## src/rtl/mem_access_ctrl.sv

```systemverilog
// mem_access_ctrl: MEM-stage load/store sequencer for a variable-latency
// data-memory port, with lane steering, load extension and sticky status.
module mem_access_ctrl #(
  parameter int unsigned TIMEOUT = 255
) (
  input  logic        clk,
  input  logic        reset,
  input  logic        MemReadM,
  input  logic        MemWriteM,
  input  logic [2:0]  DextControlM,
  input  logic [31:0] ALUResultM,
  input  logic [31:0] WriteDataM,
  input  logic        MemAck,
  input  logic [31:0] MemRData,
  input  logic        ErrClear,
  output logic        MemReq,
  output logic        MemWe,
  output logic [31:0] MemAddr,
  output logic [31:0] MemWData,
  output logic [3:0]  MemBe,
  output logic        StallMem,
  output logic        FlushW,
  output logic [31:0] ReadDataM,
  output logic [1:0]  ErrStatus
);

  typedef enum logic [1:0] {IDLE, ACCESS, DONE} state_t;

  localparam logic [7:0] CNT_LAST = 8'(TIMEOUT - 1);

  state_t      state;
  logic [7:0]  cnt;
  logic [31:0] word;
  logic [1:0]  lat_a;
  logic [2:0]  lat_f3;

  logic        acc, is_byte, is_half, mis;
  logic        start, mis_set, to_set;
  logic [3:0]  be_n;
  logic [31:0] wd_n;
  logic [7:0]  b8;
  logic [15:0] h16;

  always_comb begin
    acc     = MemReadM | MemWriteM;
    is_byte = DextControlM[1:0] == 2'b00;
    is_half = DextControlM[1:0] == 2'b01;
    mis     = (is_half & ALUResultM[0]) |
              (~is_byte & ~is_half & (ALUResultM[1:0] != 2'b00));
    start   = (state == IDLE) & acc & ~mis;
    mis_set = (state == IDLE) & acc & mis;
    to_set  = (state == ACCESS) & ~MemAck & (cnt == CNT_LAST);
  end

  always_comb begin
    be_n = 4'b1111;
    wd_n = WriteDataM;
    unique case (1'b1)
      is_byte: begin
        be_n = 4'b0001 << ALUResultM[1:0];
        wd_n = {4{WriteDataM[7:0]}};
      end
      is_half: begin
        be_n = 4'b0011 << {ALUResultM[1], 1'b0};
        wd_n = {2{WriteDataM[15:0]}};
      end
      default: ;
    endcase
  end

  // Reset gates the stall so the pipeline is released as soon as reset rises.
  assign StallMem = ~reset & (start | (state == ACCESS));
  assign FlushW   = StallMem;

  always_ff @(posedge clk or posedge reset) begin
    if (reset) begin
      state     <= IDLE;
      MemReq    <= 1'b0;
      MemWe     <= 1'b0;
      MemAddr   <= '0;
      MemWData  <= '0;
      MemBe     <= '0;
      cnt       <= '0;
      word      <= '0;
      lat_a     <= '0;
      lat_f3    <= '0;
      ErrStatus <= '0;
    end else begin
      ErrStatus <= (ErrClear ? 2'b00 : ErrStatus) | {to_set, mis_set};
      unique case (state)
        IDLE: if (start) begin
          state    <= ACCESS;
          MemReq   <= 1'b1;
          MemWe    <= MemWriteM;
          MemAddr  <= {ALUResultM[31:2], 2'b00};
          MemBe    <= be_n;
          MemWData <= wd_n;
          lat_a    <= ALUResultM[1:0];
          lat_f3   <= DextControlM;
          cnt      <= '0;
        end
        ACCESS: begin
          if (MemAck) begin
            if (!MemWe) word <= MemRData;
            MemReq <= 1'b0;
            MemWe  <= 1'b0;
            state  <= DONE;
          end else if (cnt == CNT_LAST) begin
            word   <= '0;
            MemReq <= 1'b0;
            MemWe  <= 1'b0;
            state  <= DONE;
          end else begin
            cnt <= cnt + 8'd1;
          end
        end
        DONE: state <= IDLE;
        default: state <= IDLE;
      endcase
    end
  end

  always_comb begin
    unique case (lat_a)
      2'd0: b8 = word[7:0];
      2'd1: b8 = word[15:8];
      2'd2: b8 = word[23:16];
      default: b8 = word[31:24];
    endcase
    h16 = lat_a[1] ? word[31:16] : word[15:0];
  end

  always_comb begin
    ReadDataM = '0;
    if (state == DONE) begin
      unique case (1'b1)
        lat_f3[1:0] == 2'b00:
          ReadDataM = {{24{b8[7] & ~lat_f3[2]}}, b8};
        lat_f3[1:0] == 2'b01:
          ReadDataM = {{16{h16[15] & ~lat_f3[2]}}, h16};
        default:
          ReadDataM = word;
      endcase
    end
  end

endmodule

```

## config.mk

```make
export PLATFORM = sky130hd
export DESIGN_NAME = mem_access_ctrl
export DESIGN_NICKNAME = d
export VERILOG_FILES = /design/src/rtl/mem_access_ctrl.sv
export SDC_FILE = /design/constraint.sdc
export NUM_CORES = 1
export LEC_CHECK = 0
export ABC_CLOCK_PERIOD_IN_PS = 5550
export BUFFER_PORTS_ARGS = -buffer_cell sky130_fd_sc_hd__buf_2
export CORE_MARGIN = 2
export CORE_UTILIZATION = 30
export CTS_CLUSTER_SIZE = 30
export DETAILED_ROUTE_END_ITERATION = 7
export PLACE_DENSITY = 0.52
export SETUP_SLACK_MARGIN = 0.02
export SLEW_MARGIN = 20
export SYNTH_ARGS = -nofsm -noshare
export SYNTH_HDL_FRONTEND = slang
export SYNTH_SLANG_ARGS = --single-unit
```

## constraint.sdc

```tcl
create_clock -name clk -period 5.55 [get_ports clk]
set_clock_uncertainty 0.1 [all_clocks]
set_input_delay 0.2775 -clock clk [delete_from_list [all_inputs] [get_ports clk]]
set_output_delay 0.2775 -clock clk [all_outputs]
set_load 0.03 [all_outputs]
```

== Word-level counts from Yosys, hierarchy flattened ==
Cells that the tools add are included.

* Add/subtract/negate cells: 1
* Multipliers: 0
* Div/mod/pow operators: 0
* $lt $le $gt $ge: 0
* Eq/ne operators: 12
* Shift-type cells: 2
* Muxes and demuxes: 24
* Bitwise gates (word level): 21
* Reduce and logical (&&, ||, !) cells: 12

{| class="wikitable"
|+ Operator list
! kind !! count
|-
| 32-bit 2-to-1 mux || 4
|-
| 32-bit one-hot mux with 2 select lines || 2
|-
| 8-bit 2-to-1 mux || 3
|-
| 8-bit one-hot mux with 3 select lines || 1
|-
| 16-bit 2-to-1 mux || 1
|-
| 8-bit one-hot mux with 2 select lines || 1
|-
| 1-bit AND || 11
|-
| 8-bit by 1-bit adder with 8-bit output, second input constant || 1
|-
| 2-bit by 1-bit equality test with 1-bit output, second input constant || 4
|-
| 8-bit equality test, second input constant || 1
|-
| 2-bit zero test || 4
|-
| 2-bit 2-to-1 mux || 4
|-
| 2-bit != test, second input constant || 4
|-
| 4-bit one-hot mux with 2 select lines || 1
|-
| 1-bit NOT || 6
|-
| 3-bit AND reduction || 2
|-
| 2-bit nonzero test || 3
|-
| 2-bit equality test, second input constant || 2
|-
| 1-bit 2-to-1 mux || 4
|-
| 1-bit one-hot mux with 2 select lines || 2
|-
| 2-bit one-hot mux with 2 select lines || 1
|-
| 2-bit AND reduction || 2
|-
| 4-bit AND reduction || 1
|-
| 1-bit by 2-bit << shifter with 4-bit output, first input constant || 1
|-
| other kinds (4) || 6
|}

* Register bits: 117
* Latch bits: 0
* Memory bits (writable): 0
* Bits in read-only memories: 0
* Input port bits: 105
* Memories: 0

== Longest topological paths before layout ==
* Word-level depth: 9
* Depth in mapped cells: 8

== Worst setup path after synthesis ==
Ideal clock, no wire load.

* Path kind: flip-flop to output port
* Start point: register state[1]
* End point: output StallMem
* Data arrival time: 1.968 ns
* Setup slack: 3.205 ns
* Cell stages (with the launch flop): 8
* Cells stage by stage: dfrtp_1 > or2_1 > buf_2 > a211o_1 > buf_6 > buf_6 > a21oi_2 > buf_4

* Word-level cells in the longest chain between the ends: 5
* Elaborated cells on any way between the ends: 6
* Those cells by class: eq/ne (1); bitwise (4); reduce/logical (1)

{| class="wikitable"
|+ Ends and longest elaborated chain
! item !! line !! source
|-
| from (decl) || 31 || <nowiki>state_t state;</nowiki>
|-
| from (signal assigned) || 77 || <nowiki>state <= IDLE;</nowiki>
|-
| from (signal assigned) || 92 || <nowiki>state <= ACCESS;</nowiki>
|-
| from (signal assigned) || 107 || <nowiki>state <= DONE;</nowiki>
|-
| 2-bit zero test || 50 || <nowiki>start = (state == IDLE) & acc & ~mis;</nowiki>
|-
| 1-bit AND (2 in a row) || 50 ||
|-
| 1-bit bitwise OR * || 72 || <nowiki>assign StallMem = ~reset & (start | (state == ACCESS));</nowiki>
|-
| 1-bit AND * || 72 ||
|-
| to (decl) || 21 || <nowiki>output logic StallMem,</nowiki>
|}

Mark *: on every way between the ends. The rest lies on a longest branch, timed or not.

== Final worst setup path ==
* Start point: register lat_a[1]
* End point: output ReadDataM[23]

* Word-level cells in the longest chain between the ends: 5
* Elaborated cells on any way between the ends: 9
* Those cells by class: eq/ne (2); mux (4); bitwise (2); reduce/logical (1)

{| class="wikitable"
|+ Ends and longest elaborated chain
! item !! line !! source
|-
| from (decl) || 34 || <nowiki>logic [1:0] lat_a;</nowiki>
|-
| from (signal assigned) || 98 || <nowiki>lat_a <= ALUResultM[1:0];</nowiki>
|-
| 2-bit equality test, or another cell as far along || 124 || <nowiki>unique case (lat_a)</nowiki>
|-
| 8-bit one-hot mux with 3 select lines || 124 ||
|-
| 1-bit AND || 138 || <nowiki>ReadDataM = {{24{b8[7] & ~lat_f3[2]}}, b8};</nowiki>
|-
| 32-bit one-hot mux with 2 select lines * || 136 || <nowiki>unique case (1'b1)</nowiki>
|-
| 32-bit 2-to-1 mux * || 135 || <nowiki>if (state == DONE) begin</nowiki>
|-
| to (decl) || 23 || <nowiki>output logic [31:0] ReadDataM,</nowiki>
|}

Marks and branches as above.

==> results.md <==
* Outcome: finished, final reports clean
* Worst Hold Depth at 2
* Die area at 19700 µm²
* Grt ovf at 0
* Share of cells above drive strength 1 at 0.315
* Fin util at 0.435
* Setup TNS at 0 ns
* Clk root buf: clkbuf_16
* Crit end category: primary output
* Die X at 141 µm
* Largest net degree at the start of global routing at 83
* DR DRC count at 0
* CORE AREA at 18100 µm²
* Synth top area cells: dfrtp_1, nand2_1, a22o_1
* Startpoint Class: register
* # H-tree levels at 4
* Detail Route Antenna Nets at 0
* Fin. Hold Viols at 0
* Asr flop ratio synth at 1.00
* Clk_lat worst skew at 0.41 ns
* Period utilisation layout at 0.541
* R2r startpoint: state[1]
* Max IR drop VDD at 0.000264 V
* Rel. slew slack at 0.331
* Final Critical Period at 3.00 ns
* Fillers at 1806
* Post-synth cell types at 48
* CP arrival at 2.63 ns
* Layout Cells excl Fill at 1070
* Initial Util at 0.308
* Synth warn at 0
* RSZ-0062 raised after global routing: no
* Clock Tree Buf Depth at 2
* EDFF count, synth at 0
* Number of antenna violations at the first check in global routing at 1
* Design Area, Final at 7900 µm²
* Area delta synth->final at 41.3%
* Placed Area at 6720 µm²
* Flops & latches, synth at 117
* Fmax at 333 MHz
* Register area share after synthesis at 0.524
* CTS Sinks at 117
* Global-route wire length before repair at 27.6 mm
* GPL Wtd Cong at 0.768
* Setup Fix Bufs, Post-CTS at 0
* Syn Area/Cell at 9.56 µm²
* Crit path required time at 5.17 ns
* # nets final at 934
* Share of the synthesized area in the top cell type at 0.524
* Placed Cells at 983
* Ys flop type: dfrtp_1
* WL per Instance at 16.0 µm
* R2R cell count at 5
* CTS resizes at 0
* HPWL after DPL at 11.9 mm
* Crit Path Max Fanout at 17
* Min-Delay Path Class: input port to register
* Tot GR Track Use at 0.177
* Rows at 49
* Reg-to-Reg End: lat_f3[1]
* FF-to-FF setup slack at 3.15 ns
* Vias per inst at 4.74
* Number of top-level pins at 211
* Worst Tran Pin Value at 1.00 ns
* DR pass1 iterations at 4
* Final WL at 17.1 mm
* Vias in the first global route at 5214
* DRT iter0 DRCs at 259
* I/O Buffers at 208
* Critical path class: register to primary output
* Hold buffers post-CTS at 53
* Fin. max-slew vios at 0
* P_leak at 4.22 nW
* Mapped Area at 5590 µm²
* Num CTS Buffers at 17
* TritonCTS clock tree: yes
* Pwr per Cell Area at 543 nW/µm²
* DR vias at 5075
* Hold Crit Start: MemRData[2]
* Hold slack final at 0.0150 ns
* Chip height at 141 µm
* Clock slew at the register clock pins of the worst setup and hold paths at 0.05 ns
* Hold endpoint: word[2]
* # setup viols final at 0
* Cell taking the most area after synthesis: dfrtp_1
* # Max-Cap Violations at 0
* Syn Inst Count at 585
[final cells by class]
| cell class | count | area, µm² | area share |
|---|---|---|---|
| multi-input cells | 409 | 2370 | 0.300 |
| clock buffers | 21 | 460 | 0.0583 |
| clock inverters | 11 | 174 | 0.0220 |
| inverters | 16 | 65.1 | 0.00824 |
| diodes | 1 | 2.50 | 0.000317 |
| repair buffers | 266 | 1610 | 0.204 |
| well taps | 229 | 287 | 0.0363 |
| flip-flops and latches | 117 | 2930 | 0.371 |
[state kept, by name, summed over array words and instances (netlist names)]
name       count
MemBe          4
lat_a          2
MemWData      32
MemReq         1
cnt            8
lat_f3         3
MemWe          1
word          32
ErrStatus      2
state          2
MemAddr       30
[critical path, cell delays in order (launching register included)]
cell,delay [ns]
dfrtp_1,0.73
mux2_2,0.31
mux2i_1,0.10
nor4_4,0.72
a21o_1,0.15
buf_2,0.20
[Yosys cell counts, types with 2 or more instances]
library cell  instances
a21o_1               18
a21oi_1              19
a22o_1               33
a31oi_1               6
and2_1                3
buf_2                12
buf_4                 6
buf_6                 5
clkbuf_1             21
dfrtp_1             117
ha_1                  2
inv_1                16
mux2_2                9
mux2i_1              28
nand2_1             166
nand2b_1              4
nand3_1               7
nand4_1               3
nor2_1               24
o211ai_1              2
o21a_1                2
o21ai_0              34
o21ai_1              11
o221a_2               6
o31ai_1               4
o41ai_1               2
or2_1                 2
or4_1                 2
xor2_1                2
[how the worst max path moves through the flow]
stage	from	endpoint	cells after the start
2_1_floorplan	reset	ErrStatus[0]	1
3_3_place_gp	DextControlM[1]	MemWData[23]	5
3_5_place_dp	DextControlM[1]	MemWData[26]	5
4_1_cts	lat_a[1]	ReadDataM[28]	5
5_1_grt	lat_f3[1]	ReadDataM[22]	4
6_report	lat_a[1]	ReadDataM[23]	5
[where the power goes]
part	total, W	switching (W)	internal, W	leakage (nW)
sequential	0.00148	0.000278	0.00120	1.46
clock	0.00117	0.000392	0.000777	0.300
combinational	0.00164	0.00109	0.000550	2.46
total	0.00429	0.00176	0.00253	4.22
[through the flow]
stage | total power (W) | setup slack [ns]
5_1_grt | 0.00456 | 2.30
3_5_place_dp | 0.00311 | 2.86
2_1_floorplan | 0.00260 | 2.07
3_3_place_gp | 0.00310 | 2.94
4_1_cts | 0.00434 | 2.54
6_report | 0.00429 | 2.55
[logic make-up (layout without fill, tap and decap cells)]
group                    Yosys count  after routing  synth area share
AND/OR/NAND/NOR                  219            219             0.163
other                              1              3          0.000671
multiplexers                      37             37            0.0683
buffers and inverters             60            314            0.0537
AO/OA/AOI/OAI                    146            146             0.181
XOR/XNOR                           3              3           0.00470
flip-flops                       117            117             0.524
adder cells (fa/ha/maj)            2              2           0.00448
[cell usage in the layout, fill, tap and decap left out, types with 3 or more instances in the layout]
master,instances
a22o_1,33
a21o_1,18
o21ai_0,34
o221a_2,6
nand3_1,7
and2_1,3
a21oi_1,19
nand2b_1,4
buf_4,4
nand2_1,165
mux2i_1,28
nand4_1,3
dlygate4sd3_1,54
clkbuf_16,17
a31oi_1,6
nor2_1,23
dfrtp_1,117
o31ai_1,4
clkinvlp_4,3
bufinv_16,4
inv_1,15
mux2_2,9
buf_2,208
o21ai_1,11
[routing by layer]
| layer | up-vias | routed length (µm) | global-route usage |
|---|---|---|---|
| li1 | 2486 | - | - |
| met2 | 172 | 7960 | 0.286 |
| met3 | 14 | 1490 | 0.0752 |
| met1 | 2401 | 7500 | 0.223 |
| met4 | 2 | 150 | 0.0374 |
| met5 | - | 13 | 0 |
Note: power is estimated with default switching activity, not from simulation.
